**config.mk**
```make
export PLATFORM = sky130hd
export DESIGN_NAME = serial_adder_ctrl
export DESIGN_NICKNAME = d
export VERILOG_FILES = /design/src/rtl/serial_adder_pkg.sv /design/src/rtl/full_adder.sv /design/src/rtl/serial_adder_ctrl.sv
export SDC_FILE = /design/constraint.sdc
export NUM_CORES = 1
export LEC_CHECK = 0
export ABC_AREA = 1
export BUFFER_PORTS_ARGS = -buffer_cell sky130_fd_sc_hd__buf_2
export CAP_MARGIN = 20
export CELL_PAD_IN_SITES_DETAIL_PLACEMENT = 1
export CELL_PAD_IN_SITES_GLOBAL_PLACEMENT = 2
export CORE_UTILIZATION = 27
export CTS_CLUSTER_SIZE = 12
export DETAILED_ROUTE_END_ITERATION = 12
export PLACE_DENSITY_LB_ADDON = 0.3
export REMOVE_ABC_BUFFERS = 1
export SYNTH_ARGS = -nofsm -noshare
export SYNTH_HDL_FRONTEND = slang
export SYNTH_HIERARCHICAL = 1
export SYNTH_SLANG_ARGS = --single-unit
```
**constraint.sdc**
```tcl
create_clock -name clk -period 1.27 [get_ports clk]
set_input_delay 0.254 -clock clk [delete_from_list [all_inputs] [get_ports clk]]
set_output_delay 0.254 -clock clk [all_outputs]
set_load 0.02 [all_outputs]
```
**src/rtl/serial_adder_pkg.sv**
```systemverilog
// Shared types and limits for the bit-serial adder controller.
package serial_adder_pkg;

    typedef enum logic [1:0] {
        IDLE = 2'd0,
        RUN  = 2'd1,
        DONE = 2'd2
    } state_t;

    localparam int MAX_WIDTH = 64;

endpackage

```
**src/rtl/full_adder.sv**
```systemverilog
// One-bit full adder cell, time-shared by the serial adder controller.
module full_adder (
    input  logic a,
    input  logic b,
    input  logic cin,
    output logic sout,
    output logic cout
);

    assign sout = a ^ b ^ cin;
    assign cout = (a & b) | (a & cin) | (b & cin);

endmodule

```
**src/rtl/serial_adder_ctrl.sv**
```systemverilog
// Bit-serial WIDTH-bit adder: operands shift LSB-first through a single full
// adder with a registered carry, wrapped in valid/ready handshakes.
module serial_adder_ctrl
    import serial_adder_pkg::*;
#(
    parameter int WIDTH = 8,
    parameter int CNT_W = $clog2(WIDTH)
) (
    input  logic             clk,
    input  logic             rst_n,
    input  logic             in_valid,
    output logic             in_ready,
    input  logic [WIDTH-1:0] a,
    input  logic [WIDTH-1:0] b,
    input  logic             cin,
    output logic             out_valid,
    input  logic             out_ready,
    output logic [WIDTH-1:0] sum,
    output logic             cout,
    output logic             ovf,
    output logic             busy
);

    state_t state;
    state_t next_state;

    logic [WIDTH-1:0] a_sh;
    logic [WIDTH-1:0] b_sh;
    logic [WIDTH-1:0] sum_sh;
    logic [WIDTH-1:0] sum_shifted;
    logic             carry;
    logic [CNT_W-1:0] cnt;
    logic             fa_sum;
    logic             fa_cout;
    logic             capture;
    logic             last_bit;

    full_adder u_full_adder (
        .a    (a_sh[0]),
        .b    (b_sh[0]),
        .cin  (carry),
        .sout (fa_sum),
        .cout (fa_cout)
    );

    // New sum bit enters at the MSB so the LSB lands at bit 0 after WIDTH shifts.
    assign sum_shifted = (sum_sh >> 1) | ({{(WIDTH-1){1'b0}}, fa_sum} << (WIDTH-1));
    assign last_bit    = (cnt == CNT_W'(WIDTH-1));
    assign capture     = in_valid && in_ready;

    always_ff @(posedge clk) begin
        if (!rst_n) begin
            state <= IDLE;
        end else begin
            state <= next_state;
        end
    end

    always_comb begin
        next_state = state;
        in_ready   = 1'b0;
        out_valid  = 1'b0;
        busy       = 1'b0;
        case (state)
            IDLE: begin
                in_ready = 1'b1;
                if (in_valid) begin
                    next_state = RUN;
                end
            end
            RUN: begin
                busy = 1'b1;
                if (last_bit) begin
                    next_state = DONE;
                end
            end
            DONE: begin
                out_valid = 1'b1;
                in_ready  = out_ready;
                if (out_ready) begin
                    next_state = in_valid ? RUN : IDLE;
                end
            end
            default: begin
                next_state = IDLE;
            end
        endcase
    end

    always_ff @(posedge clk) begin
        if (!rst_n) begin
            a_sh   <= '0;
            b_sh   <= '0;
            sum_sh <= '0;
            carry  <= 1'b0;
            cnt    <= '0;
            sum    <= '0;
            cout   <= 1'b0;
            ovf    <= 1'b0;
        end else if (capture) begin
            a_sh   <= a;
            b_sh   <= b;
            carry  <= cin;
            sum_sh <= '0;
            cnt    <= '0;
        end else if (state == RUN) begin
            a_sh   <= a_sh >> 1;
            b_sh   <= b_sh >> 1;
            sum_sh <= sum_shifted;
            carry  <= fa_cout;
            // The carry register still holds the carry into the MSB on the last bit.
            if (last_bit) begin
                sum  <= sum_shifted;
                cout <= fa_cout;
                ovf  <= carry ^ fa_cout;
            end else begin
                cnt <= cnt + 1'b1;
            end
        end
    end

endmodule

```
Word-level counts from Yosys, hierarchy flattened
Cells that the tools add are included.
{"block": "classes", "n_addsub": 1, "n_eq_ne": 6, "muxes": 14, "bitwise_logic": 12, "n_reduce_logical": 7}
{"op": "two-way mux 8 bit", "n": 4}
{"op": "bitwise OR 7 x 8 -> 8 bit", "n": 1}
{"op": "two-way mux 2 bit", "n": 3}
{"op": "inequality test 2 bit, second input constant", "n": 3}
{"op": "one-hot mux 2 bit (3 select lines)", "n": 1}
{"op": "AND reduction 3 bit", "n": 2}
{"op": "two-way mux 1 bit", "n": 5}
{"op": "adder 3 x 1 -> 3 bit, second input constant", "n": 1}
{"op": "bitwise AND 1 bit", "n": 3}
{"op": "equality test 3 bit, second input constant", "n": 1}
{"op": "NOT 1 bit", "n": 3}
{"op": "XOR 1 bit", "n": 3}
{"op": "equality test 2 x 1 -> 1 bit, second input constant", "n": 1}
{"op": "equality test 2 bit, second input constant", "n": 1}
{"op": "logical NOT 2 bit", "n": 1}
{"op": "bitwise OR 1 bit", "n": 2}
{"op": "one-hot mux 1 bit (2 select lines)", "n": 1}
{"op": "AND reduction 2 bit", "n": 1}
{"op": "nonzero test 2 bit", "n": 1}
{"op": "OR reduction 2 bit", "n": 1}
{"op": "logical AND 1 bit", "n": 1}
{"block": "word_totals", "regBits": 40, "inputBits": 21, "out_inout_bits": 13, "wordCells": 49}

Logic depth before layout (Yosys ltp)
{"block": "depth", "depth_word": 5, "ltp_mapped": 8, "ltp_nobuf": 7}

Cells and area by module
Netlist, hierarchy kept.
{"module": "serial_adder_ctrl", "n_inst": 1, "cells_per_inst": 248, "area_per_inst_um2": 1779.2, "seq_area_each_um2": 780.7}
{"module": "full_adder", "n_inst": 1, "cells_per_inst": 1, "area_per_inst_um2": 20.0, "seq_area_each_um2": 0.0}

Least setup slack after synthesis
OpenSTA, ideal clock, no wires.
{"block": "synth_path", "path_type": "register -> register", "start": "register state[1]", "end": "register state[1]", "setup_time_ns": 0.070, "arrival_time_ns": 1.144, "required_ns": 1.200, "setup_slack_ns": 0.057, "path_stages_with_launch": 6, "path_buffers": 1, "period_less_slack_ns": 1.213, "cell_sequence": "dfxtp_1 inv_2 buf_2 nor2_1 nand2_1 a21oi_1"}
{"block": "synth_between", "elab_chain_cells": 3, "elab_cells_between_ends": 8, "cone_classes": "eq/ne: 5; mux: 1; reduce/logical: 2"}
{"element": "start, declared", "line_no": "serial_adder_ctrl.sv:24", "source": "state_t state;"}
{"element": "start signal, assigned", "line_no": "serial_adder_ctrl.sv:55", "source": "state <= next_state;"}
{"element": "equality test 2 x 1 -> 1 bit (tied with other cells)", "line_no": "serial_adder_ctrl.sv:64", "source": "case (state)"}
{"element": "inequality test 2 bit (no source line)"}
{"element": "AND reduction 3 bit (no source line)"}
Several ways; a longest one is shown, not always the timed one.
A chain may end at the register's enable or synchronous reset.

Final worst setup path
{"block": "layout_path", "start": "register state[1]", "end": "output port out_valid"}
{"block": "layout_between", "elab_chain_cells": 2}
{"element": "equality test 2 bit", "line_no": "serial_adder_ctrl.sv:64"}
{"element": "two-way mux 1 bit", "line_no": "serial_adder_ctrl.sv:64"}
{"element": "end, declared", "line_no": "serial_adder_ctrl.sv:16", "source": "output logic out_valid,"}
No other way between the ends.

==> flow_metrics.py <==
metrics = {
    "floorplan": {
        "start_util_pct": 28.17,
        "coreArea_sq_mm": 0.006386,
        "die_w_microns": 83.63,
        "row_count": 29,
        "die_y_microns": 83.63,
        "top_level_ports": 34,
        "dieArea_sq_mm": 0.006994,
    },
    "routing": {
        "drcViolationCount": 0,
        "ant_nets": 0,
        "drt_pass1_iterations": 4,
        "drt_iter0_markers": 48,
        "wl_per_cell_microns": 14.20,
        "drt-vias-per-instance": 4.742,
        "routed_wl_microns": 5452,
        "vias": 1821,
    },
    "worst_setup_path": {
        "crit_fanout": 3,
        "end_kind": "output pin",
        "reg2reg_setup_slack_ps": 50,
        "crit_required_ps": 1020,
        "worstSetupPathType": "register to output pin",
        "cp-start-kind": "register",
        "worst_ep_arrival_time_ps": 1050,
    },
    "clocking": {
        "clk_pin_slew_worst_paths_ps": 80,
        "cts_inserted_buffers": 5,
        "htreeDepth": 2,
        "cts.sinks": 39,
        "cts_tree": "built",
        "cts_root_buf": "clkbuf_8",
        "clk_latency_ps": 290,
        "clk_path_buf_depth": 2,
    },
    "cells_and_area": {
        "antenna_cells": 0,
        "area_delta_synth_final_pct": 45.06,
        "layoutNonFillerInstCount": 384,
        "fillers": 806,
        "nets": 330,
        "register_area_sq_um": 788.3,
        "mostFrequentLayoutCells": "nand2_1, nand3_1, dfxtp_1",
        "drive_gt1_share_pct": 38.44,
        "multi_input_area_sq_um": 991.0,
        "layout_commonest_cell": "nand2_1",
    },
    "place": {
        "numPortBuffers": 33,
        "dpl.hpwl_microns": 3311,
        "place_inst": 364,
        "gp_congestion": 0.6994,
    },
    "logic_synthesis": {
        "synth_area_sq_mm": 0.001799,
        "ys_ff_latch": 39,
        "synthDistinctLibCells": 20,
        "post_synth.cell_area_avg_sq_um": 7.226,
        "syn-instance-count": 249,
        "synth-seq-area-share_pct": 43.39,
        "ys_warn_count": 6,
    },
    "power": {
        "p_leak_nw": 1.152,
        "p_comb_share_pct": 16.7,
        "intPower_w": 0.002129,
        "swShare_pct": 26.27,
        "power_density_mw_per_mm2": 1107,
        "vdd_drop_max_mv": 0.4393,
        "clockPowerShare_pct": 37.9,
        "p_seq_share_pct": 45.4,
        "switchingPower_w": 0.0007586,
        "power.total_w": 0.002888,
    },
    "run": {
        "maxCapViolCount": 0,
    },
    "timing": {
        "fmax_mhz": 767.5,
        "rsz0062_at_grt": "yes",
        "hold_violations": 0,
        "period_needed_ps": 1303,
        "skew_ps": 4.097,
        "report.final.slew_viol_count": 0,
        "period_share_pct": 102.6,
        "worst_pin_slew_ps": 233.1,
        "setup_viol": 2,
        "setup_ws_ps": -32.94,
        "slew_headroom_pct": 84.41,
    },
    "global_route": {
        "grt_pass1_wl_microns": 9135,
        "antenna_found_initial": 0,
        "grt_max_degree": 25,
        "grt-ovfl-total": 0,
        "grt_usage_pct": 16.27,
        "grt_pass1_vias": 1836,
    },
    "status": {
        "status": "complete, but fails checks",
        "violations": "negative setup slack",
    },
    "min_path": {
        "min_path_type": "primary input to register",
    },
}
## sequential cells by signal, summed over array words and instances (netlist names)
name / cells
state: 2
cnt: 3
cout: 1
sum_sh: 7
b_sh: 8
carry: 1
sum: 8
ovf: 1
a_sh: 8
## layer usage
metal	vias to the layer above	global-route usage, %	wire length (microns)
met5	-	0	0
met4	0	4.622	64
met3	7	2.770	124
met2	24	25.79	2556
met1	871	22.69	2707
li1	919	-	-
## cells in the mapped netlist
library cell	instances	area, sq um
a21oi_1	38	190.2
buf_2	6	30.03
buf_4	3	22.52
buf_6	3	33.78
clkbuf_1	2	7.510
clkinv_1	1	3.750
dfxtp_1	39	780.8
fa_1	1	20.02
ha_1	2	25.02
inv_1	21	78.83
inv_2	2	7.510
nand2_1	67	251.5
nand2_2	2	12.51
nand2_4	2	22.52
nand3_1	49	245.2
nor2_1	6	22.52
nor2_2	1	6.260
nor2_8	1	20.02
o21ai_0	2	10.01
xor2_1	1	8.760
## final cells by class
| cell class | instances | area share [%] |
|---|---|---|
| Timing Repair Buffer | 64 | 19.99 |
| Clock inverter | 2 | 1.342 |
| Multi-Input combinational cell | 172 | 37.97 |
| Sequential cell | 39 | 30.20 |
| Tap cell | 77 | 3.691 |
| Clock buffer | 6 | 3.164 |
| Inverter | 24 | 3.643 |
## worst max-delay path, cell delays in order, from the launching register on
cell and delay (ps):
dfxtp_2 340, inv_2 60, buf_6 120, nor2_4 110
buf_6 120
## repair_timing
action,CTS,global route
hold buffers,0,0
pin swaps,19,11
setup buffers,6,6
cloned,3,1
resized for setup,37,27
endpoints found under the setup margin,8,33
## per-stage QoR
| step | hold WS, ps | setup WS (ps) | area (sq um) | setup TNS [ps] | utilization [%] |
|---|---|---|---|---|---|
| floorplan | 389.7 | -473.5 | 1705 | -10030 | - |
| global placement | 448.0 | 20.46 | 2172 | 0 | 34.01 |
| detailed placement | 452.5 | 0.2055 | 2172 | 0 | 34.01 |
| CTS | 210.3 | -45.20 | 2524 | -109.7 | 39.52 |
| global route | 229.6 | -65.96 | 2610 | -247.0 | 40.87 |
| finish | 220.2 | -32.94 | 2610 | -56.38 | 40.87 |
## power by group through the flow
stage	Combinational (W)	Sequential [W]	Clock, W
after floorplan	0.000207	0.00134	0
after global placement	0.000398	0.00134	0
final	0.000483	0.00131	0.00109
after CTS	0.000504	0.00131	0.00113
after global routing	0.000540	0.00132	0.00116
after detailed placement	0.000401	0.00134	0
## final timing paths
kind | start | end | cells past startpoint
max | state[1] | out_valid | 4
min | b[7] | b_sh[7] | 3
max reg2reg | cnt[1] | sum[7] | 8
min reg2reg | sum[1] | sum[1] | 2
## kinds of logic (layout without fill, tap and decap cells)
| kind of cell | Yosys count | count (layout) | synth area share [%] |
|---|---|---|---|
| flops | 39 | 39 | 43.39 |
| xor+xnor | 1 | 1 | 0.4869 |
| compound gates | 40 | 40 | 11.13 |
| fa+ha+maj | 3 | 3 | 2.503 |
| simple gates | 128 | 128 | 32.27 |
| buf+inv | 38 | 96 | 10.22 |
No activity file was read; power rests on OpenSTA's default activity.
